<file path="config.mk">
export PLATFORM = sky130hd
export DESIGN_NAME = gpio_int_ack
export DESIGN_NICKNAME = d
export VERILOG_FILES = /design/src/rtl/gpio_int_ack.sv
export SDC_FILE = /design/constraint.sdc
export NUM_CORES = 1
export LEC_CHECK = 0
export ABC_AREA = 1
export CORE_MARGIN = 3
export CORE_UTILIZATION = 30
export DETAILED_ROUTE_END_ITERATION = 10
export PLACE_DENSITY = 0.56
export SETUP_SLACK_MARGIN = 0.1
export SYNTH_ARGS = -nofsm -noshare
export SYNTH_HDL_FRONTEND = slang
export SYNTH_SLANG_ARGS = --single-unit
</file>
<file path="constraint.sdc">
create_clock -name clk_50m -period 2.4 [get_ports clk_50m]
set_input_delay 0.36 -clock clk_50m [delete_from_list [all_inputs] [get_ports clk_50m]]
set_output_delay 0.36 -clock clk_50m [all_outputs]
set_load 0.02 [all_outputs]
</file>
<file path="src/rtl/gpio_int_ack.sv">
// rtl/gpio_int_ack.sv - GPIO interrupt acknowledge handshake with code FIFO and byte bus
// Codes are captured per handshake into a FIFO that is drained and inspected over the bus.
module gpio_int_ack #(
  parameter int CODE_W     = 4,
  parameter int FIFO_DEPTH = 4,
  parameter int ACK_CYC    = 2
) (
  input  logic              clk_50m,
  input  logic              rst_50m,
  input  logic              i_intr,
  input  logic [CODE_W-1:0] i_int_code,
  output logic              o_inta_n,
  input  logic              i_csn_50m,
  input  logic              i_wr_50m,
  input  logic              i_rd_50m,
  input  logic [1:0]        i_addr_50m,
  input  logic [7:0]        i_datin_50m,
  output logic [7:0]        o_datout_50m,
  output logic              o_wr_valid,
  output logic              o_rd_valid,
  output logic              o_irq_pend
);

  localparam int         PTR_W    = $clog2(FIFO_DEPTH);
  localparam logic [3:0] DEPTH_C  = 4'(FIFO_DEPTH);
  localparam logic [3:0] ACK_LAST = 4'(ACK_CYC - 1);

  typedef enum logic [1:0] {IDLE, ACK, WAIT_DROP} state_t;

  state_t            state;
  logic [3:0]        ack_cnt;
  logic [CODE_W-1:0] mem [FIFO_DEPTH];
  logic [PTR_W-1:0]  wr_ptr;
  logic [PTR_W-1:0]  rd_ptr;
  logic [3:0]        count;
  logic [3:0]        count_next;
  logic              ack_err;
  logic              csn_prev;

  logic       empty, full, push, pop;
  logic       bus_det, det_rd, det_wr;
  logic       ack_set, ack_clr;
  logic [7:0] head_ext;
  logic [7:0] status;
  logic [7:0] rd_data;

  assign empty   = (count == 4'd0);
  assign full    = (count == DEPTH_C);
  assign push    = (state == IDLE) && i_intr && !full;
  // Reads win over writes when both strobes are high.
  assign bus_det = csn_prev && !i_csn_50m && (i_rd_50m || i_wr_50m);
  assign det_rd  = bus_det && i_rd_50m;
  assign det_wr  = bus_det && !i_rd_50m;
  assign pop     = det_rd && (i_addr_50m == 2'd0) && !empty;
  assign ack_set = (state == ACK) && (ack_cnt == ACK_LAST) && i_intr;
  assign ack_clr = det_wr && (i_addr_50m == 2'd1) && ((i_datin_50m & 8'h04) != 8'h00);
  assign status  = {1'b0, count[2:0], 1'b0, ack_err, full, ~empty};

  always_comb begin
    head_ext               = '0;
    head_ext[CODE_W-1:0]   = mem[rd_ptr];
  end

  always_comb begin
    rd_data = 8'h00;
    case (i_addr_50m)
      2'd0:    rd_data = empty ? 8'h00 : head_ext;
      2'd1:    rd_data = status;
      default: rd_data = 8'h00;
    endcase
  end

  always_comb begin
    count_next = count;
    case ({push, pop})
      2'b10:   count_next = count + 4'd1;
      2'b01:   count_next = count - 4'd1;
      default: count_next = count;
    endcase
  end

  always_ff @(posedge clk_50m) begin
    if (rst_50m) begin
      state    <= IDLE;
      ack_cnt  <= 4'd0;
      o_inta_n <= 1'b1;
    end else begin
      case (state)
        IDLE: begin
          if (push) begin
            state    <= ACK;
            ack_cnt  <= 4'd0;
            o_inta_n <= 1'b0;
          end
        end
        ACK: begin
          if (ack_cnt == ACK_LAST) begin
            state    <= WAIT_DROP;
            o_inta_n <= 1'b1;
          end else begin
            ack_cnt <= ack_cnt + 4'd1;
          end
        end
        WAIT_DROP: begin
          if (!i_intr) state <= IDLE;
        end
        default: begin
          state    <= IDLE;
          o_inta_n <= 1'b1;
        end
      endcase
    end
  end

  always_ff @(posedge clk_50m) begin
    if (push) mem[wr_ptr] <= i_int_code;
  end

  always_ff @(posedge clk_50m) begin
    if (rst_50m) begin
      wr_ptr       <= '0;
      rd_ptr       <= '0;
      count        <= 4'd0;
      ack_err      <= 1'b0;
      csn_prev     <= 1'b1;
      o_datout_50m <= 8'h00;
      o_rd_valid   <= 1'b0;
      o_wr_valid   <= 1'b0;
      o_irq_pend   <= 1'b0;
    end else begin
      csn_prev   <= i_csn_50m;
      o_rd_valid <= det_rd;
      o_wr_valid <= det_wr;
      if (det_rd) o_datout_50m <= rd_data;
      if (push) wr_ptr <= wr_ptr + 1'b1;
      if (pop) rd_ptr <= rd_ptr + 1'b1;
      count      <= count_next;
      o_irq_pend <= (count_next != 4'd0);
      ack_err    <= ack_set | (ack_err & ~ack_clr);
    end
  end

endmodule

</file>
## Yosys cells after proc, flatten, opt, wreduce, memory -nomap -nowiden

Memory sizes are Yosys's and may differ from the RTL's. A register that Yosys moved wholly into a read port is not among the register bits.
Cells that the tools add are included.

| storage, ports and cells | value |
|---|---|
| bits in registers | 28 |
| memories | 1 |
| input port bits | 20 |
| memory bits (writable) | 16 |
| output and inout port bits | 12 |

Memories:

| memory | words | bits a word | rd ports | clocked after Yosys merged registers in | write ports | RTL line | source |
|---|---|---|---|---|---|---|---|
| mem | 4 | 4 | 1 | 1 | 1 | 32 | `logic [CODE_W-1:0] mem [FIFO_DEPTH];` |

| cells by class | value |
|---|---|
| bitwise gates (word level) | 5 |
| reduce and logical (&&, ||, !) cells | 25 |
| mux-type cells | 17 |
| add/subtract/negate cells | 5 |
| eq/ne operators | 11 |

Operators by type and width:

| kind | number |
|---|---|
| $pmux 4 s2 | 2 |
| $pmux 7 s2 | 1 |
| $logic_and 1x1->1 | 12 |
| $mux 4 | 3 |
| $mux 2 | 5 |
| $reduce_and 3->1 | 3 |
| $add 4x1->4 const B | 2 |
| $eq 2x1->1 const B | 3 |
| $ne 2x2->1 const B | 3 |
| $pmux 2 s3 | 1 |
| $add 2x1->2 const B | 2 |
| $eq 2x2->1 const B | 2 |
| $eq 4x1->1 const B | 1 |
| $eq 4x3->1 const B | 1 |
| $logic_not 1->1 | 4 |
| $logic_not 2->1 | 2 |
| $logic_not 4->1 | 1 |
| $mux 1 | 4 |
| $reduce_bool 4->1 | 1 |
| $sub 4x1->4 const B | 1 |
| $not 1->1 | 3 |
| $pmux 1 s3 | 1 |
| $ne 2x1->1 const B | 1 |
| $reduce_bool 2->1 | 1 |
| other kinds (3) | 3 |

## Logic depth before layout (Yosys ltp)

| depth | value |
|---|---|
| depth in word-level cells | 9 |
| gate-level depth with buffers | 17 |
| depth with buffers taken out | 17 |

## Least setup slack after synthesis

OpenSTA, ideal clock, no wires.

| path | value |
|---|---|
| path kind | in2reg |
| from | input port i_addr_50m[0] |
| to | register o_irq_pend |
| setup slack | 0.657 ns |
| path buffers | 0 |
| data arrival time | 1.629 ns |
| stages | 15 |
| path through | inv_1 nand2_1 nor2_1 nand4_1 nand2_1 inv_1 ha_1 a21oi_1 inv_1 nand2_1 nand3_1 nand2_1 inv_2 nor2_1 nand2_1 |

| between the ends | value |
|---|---|
| longest elaborated chain between the ends | 6 |
| elaborated cells on any way between the ends | 7 |

RTL lines:

| item | RTL line | source |
|---|---|---|
| start, declared | 16 | `input logic [1:0] i_addr_50m,` |
| $logic_not 2->1 * | 54 | `assign pop = det_rd && (i_addr_50m == 2'd0) && !empty;` |
| $logic_and 1x1->1 * (2 in a row) | 54 |  |
| $eq 2x1->1 or $eq 2x2->1 (tied branches) | 75 | `case ({push, pop})` |
| $pmux 4 s2 * | 75 |  |
| $reduce_bool 4->1 * | 138 | `o_irq_pend <= (count_next != 4'd0);` |
| end signal, assigned | 138 |  |
| end, declared | 21 | `output logic o_irq_pend` |

Mark *: on every way between the ends. The rest lies on a longest branch, timed or not.
A chain may end at the register's enable or synchronous reset.

## Worst setup path in the final report

| path | value |
|---|---|
| from | input port i_rd_50m |
| to | register o_irq_pend |

| between the ends | value |
|---|---|
| longest elaborated chain between the ends | 8 |
| elaborated cells on any way between the ends | 9 |

RTL lines:

| item | RTL line | source |
|---|---|---|
| start, declared | 15 | `input logic i_rd_50m,` |
| $logic_or 1x1->1 | 51 | `assign bus_det = csn_prev && !i_csn_50m && (i_rd_50m \|\| i_wr_50m);` |
| $logic_and 1x1->1 | 51 |  |
| $logic_and 1x1->1 * | 52 | `assign det_rd = bus_det && i_rd_50m;` |
| $logic_and 1x1->1 * (2 in a row) | 54 |  |
| $eq 2x1->1 or $eq 2x2->1 (tied branches) | 75 |  |
| $pmux 4 s2 * | 75 |  |
| $reduce_bool 4->1 * | 138 |  |

Marked as above.

==> metrics.yaml <==
floorplan:
  die_h_um: 87.7
  die_area_mm2: 0.00769
  die_w_um: 87.7
  io_pins: 32
  rows: 29
  floorplan.initialDensity_pct: 31.2
  core_area_mm2: 0.00642
placement:
  dp_slack_ns: 0.0111
  post-place-cells: 335
  dpl_cell_area_mm2: 0.00236
  routabilityCongestion: 0.852
  hpwl_um: 2980
  io_buffers: 23
grt:
  grt_pass1_vias: 1550
  grt_max_degree: 15
  track_usage_pct: 10.8
  grt_pass1_wl_um: 6560
  grt_overflow: 0
  antenna_found_initial: 0
synthesis:
  synth_simple_gate_area_share_pct: 20.4
  synth-adder-area-share_pct: 5.00
  synth_top_area_cell: "dfxtp_1"
  ys_seq_elements: 45
  synth_area_mm2: 0.00200
  synth_edf_count: 16
  synth_top_cells_by_count: "nand2_1, inv_1, dfxtp_1, nor2_1, a21oi_1"
  synth_cells: 233
  synth-main-ff-cell: "dfxtp_1"
  synth_fp_nets: 261
  synthXorXnorAreaFrac_pct: 0.874
  synthTopCellsByArea: "dfxtp_1, edfxtp_1, nand2_1, inv_1, nor2_1"
  synth_top_family_by_area: "simple AND/OR/NAND/NOR gates"
  async_reset_ff_share_pct: 0
  synthMuxAreaShare_pct: 0
  synth.avg_cell_area_um2: 8.60
  synth_seq_area_share_pct: 53.0
  synth_top_area_share_pct: 29.0
  synth-compound-area-share_pct: 12.6
  yosys_warnings: 0
  synthDistinctLibCells: 31
  synth.most_common_cell: "nand2_1"
critical_path:
  endpoint_kind: "flip-flop"
  crit_slowest_cell: "clkdlybuf4s50_1"
  start_kind: "primary input"
  crit_chain: "clkdlybuf4s50_1 -> nand3_1 -> nor2_1 -> nand4_1 -> nand2_1 -> inv_1 -> ha_1 -> o21ai_0 -> a21oi_1 -> nor2_1 -> nand2_1"
  crit_fanout: 3
  cp.arrival_ns: 2.27
  critPathKind: "in -> reg"
  slowest_delay_ns: 0.48
  crit_required_ns: 2.59
clocking:
  post_cts_buffers: 0
  path_clk_slew_ns: 0.09
  root_buffer: "clkbuf_8"
  clock_latency_ns: 0.29
  cts-resized-gates: 0
  htreeDepth: 2
  cts_tree: "built"
  cts_buffers: 5
  clk_path_buf_depth: 2
  cts_hold_buf: 0
  cts_num_sinks: 45
timing:
  clock.fmax_ghz: 0.482
  fin_crit_sh_pct: 86.5
  maxSlewViolCount: 0
  fin_crit_ns: 2.08
  setup_viol: 0
  finalHoldViolations: 0
  setup_tns_ns: 0
  setup_ws_ns: 0.324
  rsz0062_at_grt: "false"
  worst_clock_skew_ns: 0.00749
outcome:
  status: "finished, final reports clean"
power:
  power_density_mw_per_mm2: 748
  vdd_drop_max_v: 0.000282
  power.leakage_nw: 0.997
route:
  postRouteAntennaNets: 0
  dr.pass1.iters: 4
  drc: 0
  num_vias: 1574
  wirelength_um: 3890
  wl_per_cell_um: 11.3
  vias_per_cell: 4.59
  drt-initial-drc-count: 47
layout:
  postLayoutCoreUtil_pct: 38.6
  fillers: 642
  stdcell_count: 343
  drive_above_1_share_pct: 11.3
  fin_nets: 293
  stdcell_area_mm2: 0.00248
  syn2layout_area_growth_pct: 23.8
  diodes: 0
job:
  drv_cap: 0
hold_path:
  timing.hold.worst.class: "reg -> reg"
[state kept, by name (all words and copies together) (netlist names), named ones only]
register,flops
ack_cnt,4
wr_ptr,2
count,4
csn_prev,1
mem,16
o_datout_50m,7
ack_err,1
rd_ptr,2
o_irq_pend,1
o_rd_valid,1
o_wr_valid,1
o_inta_n,1
state,2
[cells by family after synthesis]
kind of cell             after synthesis
other                                  1
AO/OA/AOI/OAI                         46
flip-flops                            45
adder cells (fa/ha/maj)                8
AND/OR/NAND/NOR                       90
buffers and inverters                 41
XOR/XNOR                               2
[worst paths after layout]
check	start	end	slack (ns)	cells past startpoint
worst min register to register	o_datout_50m[3]$_SDFFE_PP0P_	o_datout_50m[3]$_SDFFE_PP0P_	0.47	2
worst max register to register	count[0]$_SDFF_PP0_	o_irq_pend$_SDFF_PP0_	0.48	9
worst min-delay path	o_datout_50m[3]$_SDFFE_PP0P_	o_datout_50m[3]$_SDFFE_PP0P_	0.47	2
worst max-delay path	i_rd_50m	o_irq_pend$_SDFF_PP0_	0.32	11
[worst max-delay path: cells and delay by family]
kind	cells	cell delay [ns]
and+or+nand+nor	6	0.79
adders and majority gates	1	0.25
AOI/OAI and AO/OA	2	0.33
buffers and inverters	2	0.53
[stage by stage]
stage | hold slack [ns] | power (W)
floorplan | 0.448 | 0.00116
global placement | 0.456 | 0.00129
detailed placement | 0.459 | 0.00129
CTS | 0.472 | 0.00188
global route | 0.504 | 0.00196
finish | 0.471 | 0.00185
[metal layers]
layer  wire length [um]  part of all wire [%]  vias up  track usage [%]
met2               1930                    50       27             19.8
met5                  0                     0        -                0
li1                   -                     -      830                -
met4                 53                   1.4        0             2.93
met3                143                   3.7        4             2.73
met1               1760                    45      713             12.3
[where the power goes]
part / switching, W / total, W / internal (W)
registers: 0.0000422 / 0.000897 / 0.000855
clock network: 0.000250 / 0.000589 / 0.000338
logic: 0.000220 / 0.000368 / 0.000148
[cells in the final DEF, fill, tap and decap left out, types with 2 or more instances in the layout]
cell / count
o22ai_1: 3
edfxtp_1: 16
nand2_2: 2
nand2_1: 33
inv_2: 5
o21ai_1: 2
nand4_1: 3
inv_1: 30
clkbuf_8: 6
nor2_1: 29
clkdlybuf4s50_1: 23
o21ai_0: 14
nand3_1: 11
ha_1: 8
dfxtp_1: 29
nor2_2: 2
buf_4: 8
a21oi_1: 19
nor3_1: 4
o31ai_1: 3
nor2_4: 2
a31oi_1: 3
[cell type report]
| class | instances | area [um2] | area share (%) |
|---|---|---|---|
| sequential | 45 | 1060 | 42.8 |
| multi-input combinational | 147 | 781 | 31.5 |
| timing repair buffer | 31 | 290 | 11.7 |
| inverter | 35 | 131 | 5.30 |
| tap | 77 | 96.3 | 3.88 |
| clock buffer | 6 | 82.6 | 3.33 |
| clock inverter | 2 | 37.5 | 1.51 |
(Power assumes the default switching activity.)
